## src/rtl/instr_encode_loader.sv

```systemverilog
// Program loader: encodes symbolic instructions into LEGv8 machine words and
// writes them sequentially into instruction memory, one word per cycle.
module instr_encode_loader #(
  parameter int ADDR_W    = 16,
  parameter int BASE_ADDR = 0,
  parameter int DEPTH     = 1024
) (
  input  logic              clk,
  input  logic              reset,
  input  logic              start,
  input  logic              in_valid,
  output logic              in_ready,
  input  logic              in_last,
  input  logic [3:0]        in_op,
  input  logic [4:0]        in_rd,
  input  logic [4:0]        in_rn,
  input  logic [4:0]        in_rm,
  input  logic [25:0]       in_imm,
  output logic              imem_we,
  output logic [ADDR_W-1:0] imem_addr,
  output logic [31:0]       imem_wdata,
  output logic              busy,
  output logic              done,
  output logic              full,
  output logic              err,
  output logic [ADDR_W-1:0] word_count
);

  typedef enum logic [1:0] {S_IDLE, S_LOAD, S_DONE, S_FULL} state_t;

  state_t            state_q;
  logic              in_ready_q, busy_q, done_q, full_q, err_q;
  logic              imem_we_q;
  logic [ADDR_W-1:0] imem_addr_q, ptr_q, wc_q;
  logic [31:0]       imem_wdata_q;
  logic              end_q, full_pend_q;
  logic [32:0]       enc_s;
  logic              accept_s;

  // Returns {legal, word}; legal=0 for unknown opcodes or out-of-range immediates.
  function automatic logic [32:0] encode(input logic [3:0] op, input logic [4:0] rd,
                                         input logic [4:0] rn, input logic [4:0] rm,
                                         input logic [25:0] imm);
    logic d_fit, b_fit;
    d_fit = (imm[25:8] == 18'h00000) || (imm[25:8] == 18'h3FFFF);
    b_fit = (imm[25:18] == 8'h00) || (imm[25:18] == 8'hFF);
    case (op)
      4'd1:  encode = {imm[25:12] == 14'd0, 10'b1001000100, imm[11:0], rn, rd};
      4'd2:  encode = {1'b1, 11'b10101011000, rm, 6'b000000, rn, rd};
      4'd3:  encode = {b_fit, 8'h54, imm[18:0], 5'b01011};
      4'd4:  encode = {1'b1, 6'b000101, imm};
      4'd5:  encode = {b_fit, 8'hB4, imm[18:0], rd};
      4'd6:  encode = {d_fit, 11'b11111000010, imm[8:0], 2'b00, rn, rd};
      4'd7:  encode = {imm[25:6] == 20'd0, 11'b11010011011, 5'd0, imm[5:0], rn, rd};
      4'd8:  encode = {imm[25:6] == 20'd0, 11'b11010011010, 5'd0, imm[5:0], rn, rd};
      4'd9:  encode = {1'b1, 11'b10011011000, rm, 6'b011111, rn, rd};
      4'd10: encode = {d_fit, 11'b11111000000, imm[8:0], 2'b00, rn, rd};
      4'd11: encode = {1'b1, 11'b11101011000, rm, 6'b000000, rn, rd};
      default: encode = {1'b0, 32'h00000000};
    endcase
  endfunction

  assign accept_s = (state_q == S_LOAD) && in_ready_q && in_valid;

  // Encoder for the instruction currently presented.
  always_comb begin
    enc_s = encode(in_op, in_rd, in_rn, in_rm, in_imm);
  end

  // Session FSM; end_q holds the session open for the cycle its final write issues.
  always_ff @(posedge clk) begin
    if (reset) begin
      state_q      <= S_IDLE;
      in_ready_q   <= 1'b0;
      busy_q       <= 1'b0;
      done_q       <= 1'b0;
      full_q       <= 1'b0;
      err_q        <= 1'b0;
      imem_we_q    <= 1'b0;
      imem_addr_q  <= '0;
      imem_wdata_q <= 32'h00000000;
      ptr_q        <= '0;
      wc_q         <= '0;
      end_q        <= 1'b0;
      full_pend_q  <= 1'b0;
    end else begin
      imem_we_q <= 1'b0;
      case (state_q)
        S_IDLE, S_DONE, S_FULL: begin
          if (start) begin
            state_q     <= S_LOAD;
            in_ready_q  <= 1'b1;
            busy_q      <= 1'b1;
            done_q      <= 1'b0;
            full_q      <= 1'b0;
            err_q       <= 1'b0;
            wc_q        <= '0;
            ptr_q       <= ADDR_W'(BASE_ADDR);
            end_q       <= 1'b0;
            full_pend_q <= 1'b0;
          end
        end
        S_LOAD: begin
          if (end_q) begin
            state_q <= full_pend_q ? S_FULL : S_DONE;
            busy_q  <= 1'b0;
            done_q  <= 1'b1;
            full_q  <= full_pend_q;
            end_q   <= 1'b0;
          end else if (accept_s) begin
            if (enc_s[32]) begin
              imem_we_q    <= 1'b1;
              imem_addr_q  <= ptr_q;
              imem_wdata_q <= enc_s[31:0];
              ptr_q        <= ptr_q + ADDR_W'(4);
              wc_q         <= wc_q + ADDR_W'(1);
            end else begin
              err_q <= 1'b1;
            end
            // This accept either closes the program or fills the last free word.
            if (in_last || (enc_s[32] && (wc_q == ADDR_W'(DEPTH - 1)))) begin
              end_q       <= 1'b1;
              in_ready_q  <= 1'b0;
              full_pend_q <= ~in_last;
            end
          end
        end
        default: state_q <= S_IDLE;
      endcase
    end
  end

  assign in_ready   = in_ready_q;
  assign busy       = busy_q;
  assign done       = done_q;
  assign full       = full_q;
  assign err        = err_q;
  assign imem_we    = imem_we_q;
  assign imem_addr  = imem_addr_q;
  assign imem_wdata = imem_wdata_q;
  assign word_count = wc_q;

endmodule

```

## config.mk

```make
export PLATFORM = sky130hd
export DESIGN_NAME = instr_encode_loader
export DESIGN_NICKNAME = d
export VERILOG_FILES = /design/src/rtl/instr_encode_loader.sv
export SDC_FILE = /design/constraint.sdc
export NUM_CORES = 1
export LEC_CHECK = 0
export ABC_AREA = 1
export CELL_PAD_IN_SITES_DETAIL_PLACEMENT = 1
export CELL_PAD_IN_SITES_GLOBAL_PLACEMENT = 2
export CORE_MARGIN = 2
export CORE_UTILIZATION = 28
export CTS_CLUSTER_SIZE = 25
export DETAILED_ROUTE_END_ITERATION = 6
export PLACE_DENSITY = 0.83
export SLEW_MARGIN = 20
export SYNTH_ARGS = -nofsm -noshare
export SYNTH_HDL_FRONTEND = slang
export SYNTH_SLANG_ARGS = --single-unit
```

## constraint.sdc

```tcl
create_clock -name clk -period 4.8 [get_ports clk]
set_input_delay 0.96 -clock clk [delete_from_list [all_inputs] [get_ports clk]]
set_output_delay 0.96 -clock clk [all_outputs]
set_load 0.01 [all_outputs]
```

**Yosys cells after proc, flatten, opt, wreduce, memory -nomap -nowiden**

Index checks and enable logic that the tools add are counted.

- Divide/modulo/power cells: 0
- Muxes and demuxes: 39
- $lt $le $gt $ge: 0
- Shifts and indexed selects: 0
- Bitwise operators: 4
- Add/sub/neg operators: 2
- Reductions and logical operators: 18
- Multipliers: 0
- Equal/unequal tests: 24

Operator list:

| cell | count |
|---|---|
| 33-bit case mux with 11 select lines | 1 |
| 16-bit 2-to-1 mux | 7 |
| 16-bit case mux with 2 select lines | 2 |
| 20-bit logical NOT | 1 |
| 1-bit 2-to-1 mux | 19 |
| 18-bit equality test, second input constant | 1 |
| 18-bit logical NOT | 1 |
| 16-bit by 1-bit adder with 16-bit output, second input constant | 1 |
| 16-bit by 3-bit adder with 16-bit output, second input constant | 1 |
| 16-bit by 10-bit equality test with 1-bit output, second input constant | 1 |
| 4-bit by 3-bit equality test with 1-bit output, second input constant | 4 |
| 4-bit equality test, second input constant | 4 |
| 4-bit AND reduction | 4 |
| 14-bit logical NOT | 1 |
| 1-bit case mux with 2 select lines | 7 |
| 2-bit != test, second input constant | 6 |
| 4-bit by 2-bit equality test with 1-bit output, second input constant | 2 |
| 8-bit equality test, second input constant | 1 |
| 8-bit logical NOT | 1 |
| 2-bit equality test, second input constant | 2 |
| 4-bit by 1-bit equality test with 1-bit output, second input constant | 1 |
| 2-bit 2-to-1 mux | 2 |
| 1-bit inverter | 4 |
| 2-bit case mux with 2 select lines | 1 |
| other kinds (8) | 12 |

- Output and inout port bits: 70
- ROM bits: 0
- Bits in registers: 90
- Word-level logic and storage cells: 100
- Bits of input ports: 50
- Latch bits: 0
- Bits in writable memories: 0
- Memories kept: 0

**Logic depth before layout (Yosys ltp)**

Gate-level depths: netlist (run 1).

- Depth after elaboration: 9
- Mapped depth: 16
- Gate-level depth less buffers: 15

**Worst setup path after synthesis (run 1)**

No wires, ideal clock.

- Path kind: input to register
- Start: in in_op[2]
- End: reg wc_q[11], in the netlist word_count[11]
- Path buffers: 2
- Required time: 4.668 ns
- Library setup time: 0.132 ns
- Cell stages on the path: 13
- Path slack: 2.171 ns
- Arrival: 2.497 ns
- Path through: inv_1 -> ha_1 -> inv_1 -> a21oi_2 -> nand2_1 -> nand3_2 -> nand2_4 -> nand2_4 -> nand2_4 -> buf_6 -> buf_6 -> nand2_1 -> a21oi_1

- Cells in the longest elaborated chain, start to end: 4
- Elaborated cells on any way between the ends: 14
- Those cells by class: eq/ne (12); mux (1); reduce/logical (1)

RTL lines:

| item | RTL line | text |
|---|---|---|
| from (decl) | 14 | `input logic [3:0] in_op,` |
| 4-bit equality test, or another cell as far along | 47 | `case (op)` |
| 33-bit case mux with 11 select lines * | 47 |  |
| 2-bit != test (no source line) * | - |  |
| 4-bit AND reduction (no source line) * | - |  |
| to (signal assigned) | 116 | `wc_q <= wc_q + ADDR_W'(1);` |
| to (decl) | 34 | `logic [ADDR_W-1:0] imem_addr_q, ptr_q, wc_q;` |

Mark *: on every way between the ends. The rest lies on a longest branch, timed or not.
A chain may end at the register's enable or synchronous reset.

**Worst setup path in the final report (run 1)**

- Start: in in_op[2]
- End: reg ptr_q[11]

- Cells in the longest elaborated chain, start to end: 4
- Elaborated cells on any way between the ends: 14
- Those cells by class: eq/ne (12); mux (1); reduce/logical (1)

RTL lines:

| item | RTL line | text |
|---|---|---|
| 4-bit equality test, or another cell as far along | 47 |  |
| 33-bit case mux with 11 select lines * | 47 |  |
| 2-bit != test (no source line) * | - |  |
| 4-bit AND reduction (no source line) * | - |  |
| to (signal assigned) | 98 | `ptr_q <= ADDR_W'(BASE_ADDR);` |
| to (signal assigned) | 115 | `ptr_q <= ptr_q + ADDR_W'(4);` |
| to (decl) | 34 |  |

Marks and branches as above.

==> results.toml, run 1 <==
[synthesis]
syn-cell-area_um2 = 4660
ys_seq_elements = 85
synthTopCellsByCount = "164 x nand2_1, 101 x nor2_1, 85 x dfxtp_1"
synth_adder_area_share_pct = 1.61
post_synth.cell_area_avg_um2 = 6.73
synthFlopType = "dfxtp_1"
synth.area.mux_share_pct = 0
ys_seq_area_share_pct = 36.5
synth-simple-area-share_pct = 32.1
synth_top_family_by_area = "simple AND/OR/NAND/NOR gates"
synthCells = 693
synthTopCellsByArea = "dfxtp_1 37%, nand2_1 13%, nor2_1 8.1%, a21oi_1 7.0%, o21ai_0 4.8%"
synth_async_sr_flop_share_pct = 0
synth_most_common_cell = "nand2_1"
synth_edf_count = 0
synth_compound_area_share_pct = 17.5
yosysTopAreaCell = "dfxtp_1"
synth-xor-area-share_pct = 4.32
synthDistinctLibCells = 39
yosysWarnings = 0
synth_top_area_share_pct = 36.5

[final_layout]
finalNetCount = 850
diodes = 0
drive_above_1_share_pct = 5.63
final_area_um2 = 6250
utilization_pct = 38.1
area_growth_pct = 34.1

[die]
start_util_pct = 28.4
rows = 47
die-area_um2 = 17700
die_y_um = 133
floorplan.core_area_um2 = 16400
pin_count = 120
die_x_um = 133

[drt]
drt_drc_violations_left = 0
highest_layer = "met4"
post_drt_via_cell_ratio = 4.92
drtAntennaViolNets = 0
route.vias.total = 5016
wl_um = 16400
wl_met1_um = 7340
drt_pass1_iterations = 4
met2_length_um = 7980
drt-wirelength-per-cell_um = 16.1
drt_iter0_markers = 283
wl_met3_um = 812

[timing]
maxSlewViolCount = 0
hold_viol_final = 0
finalSetupTns_ns = 0
min_period_ns = 3.56
grt_setup_unrepaired = "false"
finalClockSkew_ns = 0.00711
relSlewSlack_pct = 41.5
tightest_slew_ns = 0.877
fin_crit_sh_pct = 74.2
setup_viol = 0
setup_ws_ns = 1.24
timing.fmax_mhz = 281

[global_route]
grt.total_usage_pct = 19.1
grt_pass1_vias = 5274
antenna_found_initial = 0
grt_pass1_wl_um = 27300
grt_max_degree = 37
gr-total-overflow = 0

[clock_tree]
cts_buffers = 9
cts_buffer_depth = 2
cts_root_buf = "clkbuf_16"
cts_resized = 0
cts_hold_buffers = 0
postCtsSetupBuffers = 0
cts_tree = "done"
htreeDepth = 3
path_clk_slew_ns = 0.06
clock-sinks = 85
insertion_delay_ns = 0.35

[critical_path]
end_kind = "flip-flop"
setup.worst_path.start_class = "input port"
required_ns = 5.07
reg2regPathDepth = 10
rr_endpoint = "ptr_q[11]"
crit_fanout = 29
critPathKind = "in -> reg"
reg2reg_from = "state_q[0]"
worstPathArrival_ns = 3.83
r2r_slack_ns = 2.00

[power_and_ir_drop]
p_leak_nw = 2.45
vdd_drop_max_mv = 0.144
pwr_density_cell_nw_per_um2 = 252

[job]
maxCapViolCount = 0

[run_status]
status = "completed"

[hold_path]
min_from = "busy"
whs_path_depth = 2
hold_class = "reg -> reg"
holdPathEnd = "busy"

[placed_design]
gp_congestion = 0.968
place_area_um2 = 5970
port_buffers = 117
place_ws_ns = 0.874
hpwlAfterDp_um = 12500
==> where the power goes <==
part | internal [W] | switching [W] | total, W
clock | 0.000352 | 0.000306 | 0.000658
sequential | 0.000711 | 0.00000341 | 0.000714
combinational | 0.0000764 | 0.000125 | 0.000202
==> logic make-up (layout without fill, tap and decap cells) <==
kind of cell | count (synthesis) | count (layout)
simple gates | 347 | 347
compound gates | 145 | 145
buf+inv | 86 | 191
flops | 85 | 85
xor+xnor | 23 | 23
fa+ha+maj | 6 | 6
other cells | 1 | 2
==> area by class of cell <==
type,instances,area [um2]
clock inverters,7,50.0
repair buffers,121,1200
clock buffers,9,225
fillers,2056,10200
inverters,54,203
flip-flops and latches,85,1700
multi-input cells,523,2590
well taps,220,275
==> critical path, cell delays in order <==
cell             delay (ns)
clkdlybuf4s50_1        0.45
inv_1                  0.13
ha_1                   0.30
inv_1                  0.15
a21oi_2                0.46
nand2_1                0.14
nand3_2                0.13
nand2_4                0.10
nand2_4                0.12
nand2_4                0.21
inv_2                  0.41
nand2_1                0.09
a21oi_1                0.16
==> cell usage in the layout (no fill, tap or decap), types with 6 or more instances in the layout <==
cell,n
nand3_1,36
nand2_1,164
dfxtp_1,85
ha_1,6
nand4_1,18
clkbuf_16,9
nor2_1,101
nand2_2,6
o21ai_1,6
nor3_1,8
a221oi_1,9
xor2_1,20
inv_1,46
o21ai_0,45
a21oi_1,65
inv_2,7
clkdlybuf4s50_1,117
o211ai_1,6
==> through the flow <==
stage	total power, W	hold WS, ns	cells
after floorplan	0.000840	0.437	694
after global placement	0.000932	0.452	1003
after detailed placement	0.000932	0.460	1003
after CTS	0.00159	0.470	1019
after global routing	0.00165	0.492	1019
final	0.00157	0.468	1019
==> flip-flops by register name, indices dropped and copies added (netlist names) <==
name	cells
ptr_q	14
imem_we	1
end_q	1
in_ready	1
full	1
err	1
word_count	16
imem_wdata	32
state_q	2
imem_addr	14
busy	1
full_pend_q	1
==> how the worst max path moves through the flow <==
stage	slack, ns	endpoint	start	cells past startpoint
after floorplan	2.17	word_count[11]	in_op[2]	13
after global placement	0.98	word_count[4]	in_op[2]	13
after detailed placement	0.87	ptr_q[11]	in_op[2]	13
after CTS	1.24	ptr_q[12]	in_op[2]	13
after global routing	0.90	ptr_q[9]	in_op[2]	13
final	1.24	ptr_q[11]	in_op[2]	13
==> per-layer routing <==
metal	GRT usage (%)	up-vias
li1	-	2487
met1	24.1	2387
met2	32.6	116
met3	3.79	26
met4	6.57	0
met5	0	-
Note: power is estimated with default switching activity, not from simulation.
==> run 2: changes to the inputs <==
--- a/config.mk
+++ b/config.mk
@@ -9,10 +9,10 @@
 export CELL_PAD_IN_SITES_DETAIL_PLACEMENT = 1
 export CELL_PAD_IN_SITES_GLOBAL_PLACEMENT = 2
 export CORE_MARGIN = 2
-export CORE_UTILIZATION = 28
+export CORE_UTILIZATION = 24
 export CTS_CLUSTER_SIZE = 25
 export DETAILED_ROUTE_END_ITERATION = 6
-export PLACE_DENSITY = 0.83
+export PLACE_DENSITY = 0.75
 export SLEW_MARGIN = 20
 export SYNTH_ARGS = -nofsm -noshare
 export SYNTH_HDL_FRONTEND = slang
==> constraint.sdc (replaced) <==
create_clock -name clk -period 3.24 [get_ports clk]
set_input_delay 0.648 -clock clk [delete_from_list [all_inputs] [get_ports clk]]
set_output_delay 0.648 -clock clk [all_outputs]
set_load 0.01 [all_outputs]
==> run 2 against run 1 <==
Compared with the run above:
- cell area increased by 2.7%
- routed wire length increased by 5.9%
- utilization decreased by 4.1 points
- total power increased by 57%
- die area increased by 16%
- sequential power increased by 48%
- worst hold slack got worse by 0.0012 ns
- critical path depth increased by 1
- combinational power increased by 54%
- highest routed layer unchanged
==> results.toml, run 2 (synthesis gave the netlist of run 1 again) <==
[run_status]
status = "completed"

[die]
start_util_pct = 24.7
floorplan.core_area_um2 = 18900
rows = 50
die_x_um = 143
pin_count = 120
die_y_um = 143
die-area_um2 = 20600

[critical_path]
setup.worst_path.start_class = "input port"
worstSetupEndpoint = "imem_wdata[6]"
cp_slowest_cell = "clkdlybuf4s50_1"
worstPathArrival_ns = 3.20
rr_endpoint = "in_ready"
critPathKind = "in -> reg"
reg2reg_from = "word_count[1]"
crit_fanout = 24
crit_path_max_incr_delay_ns = 0.44
reg2regPathDepth = 10
r2r_slack_ns = 0.79
end_kind = "flip-flop"
critPathMostFrequentCell = "inv_1"
setup.worst_path.start = "in_op[2]"
required_ns = 3.52
critical_path.cell_chain = "clkdlybuf4s50_1, inv_1, ha_1, inv_1, o21ai_2, nor2_2, nand2_1, clkinv_1, nand3_2, nand2_4, nor2_8, buf_4, o21ai_0, a21oi_1"

[global_route]
grt_pass1_wl_um = 28200
grt_pass1_vias = 5279
grt_max_degree = 36
grt.total_usage_pct = 17.6
gr-total-overflow = 0
antenna_found_initial = 0

[final_layout]
area_growth_pct = 37.6
drive_above_1_share_pct = 6.57
utilization_pct = 34.0
fill_cells = 2399
diodes = 0
largest_reg_flops = 32
finalNetCount = 858
instances_no_fill = 1067
layout_common_cells = "164 x nand2_1, 117 x clkdlybuf4s50_1, 101 x nor2_1, 85 x dfxtp_1, 65 x a21oi_1"
final_common_cell = "nand2_1"

[timing]
min_period_ns = 2.91
grt_setup_unrepaired = "false"
finalClockSkew_ns = 0.0117
tightest_slew_ns = 0.862
setup_viol = 0
holdWs_ns = 0.467
timing.fmax_mhz = 343
relSlewSlack_pct = 42.5
fin_crit_sh_pct = 89.9
hold_viol_final = 0
maxSlewViolCount = 0

[power_and_ir_drop]
pwr_density_cell_nw_per_um2 = 386
p_leak_nw = 2.52
vdd_drop_max_mv = 0.220

[job]
maxCapViolCount = 0

[drt]
post_drt_via_cell_ratio = 4.73
drt_pass1_iterations = 5
drt-wirelength-per-cell_um = 16.3
drt_drc_violations_left = 0
wl_um = 17400
drt_iter0_markers = 178
drtAntennaViolNets = 0
route.vias.total = 5049

[clock_tree]
cts_resized = 0
postCtsSetupBuffers = 0
cts_buffers = 9
insertion_delay_ns = 0.36
cts_buffer_depth = 2
cts_root_buf = "clkbuf_16"
cts_tree = "done"
path_clk_slew_ns = 0.07
clock-sinks = 85
cts_hold_buffers = 0
htreeDepth = 3

[hold_path]
hold_class = "reg -> reg"
min_from = "busy"

[placed_design]
gp_congestion = 0.889
dp.cells = 1051
port_buffers = 117
hpwlAfterDp_um = 13000
==> run 2: metal layers <==
layer  vias to the layer above  GRT usage [%]  share of wire, %
li1                       2507              -                 -
met1                      2417           21.9                46
met2                       106           30.0                48
met3                        19           3.63               4.5
met4                         0           6.60               2.0
met5                         -              0                 0
==> run 2: power breakdown <==
group          internal (W)  total, W  switching [W]  leakage (nW)
Sequential          0.00105   0.00106     0.00000483         0.686
Clock              0.000609   0.00111       0.000499         0.149
Combinational      0.000121  0.000311       0.000190          1.69
==> run 2: per-stage QoR <==
step                      cell area [um2]  power (W)  setup TNS (ns)  setup slack (ns)
after global placement               6100    0.00139               0            0.0480
after floorplan                      4660    0.00124               0             0.923
after CTS                            6410    0.00251               0             0.247
final                                6410    0.00248               0             0.326
after global routing                 6410    0.00259               0            0.0523
after detailed placement             6100    0.00139           -1.91            -0.115
==> run 2: cell type report <==
cell class	count	area, um2	share of cell area, %
clock inverter	7	85.1	1.33
clock buffer	9	225	3.51
timing repair buffer	129	1270	19.9
tap	260	325	5.07
multi-input combinational	523	2600	40.5
inverter	54	204	3.18
sequential	85	1700	26.5
==> run 2: how the worst min path moves through the flow <==
stage                  end  slack [ns]  cells past startpoint
6_report              busy        0.47                      2
5_1_grt               busy        0.50                      2
4_1_cts               busy        0.48                      2
3_5_place_dp          busy        0.46                      2
3_3_place_gp         end_q        0.45                      2
2_1_floorplan  full_pend_q        0.44                      2
==> run 2: worst max-delay path: cells and delay by family <==
kind / cells / cell delay, ns
AOI/OAI and AO/OA: 3 / 0.68
buffers and inverters: 5 / 1.08
adders and majority gates: 1 / 0.33
and+or+nand+nor: 5 / 0.44
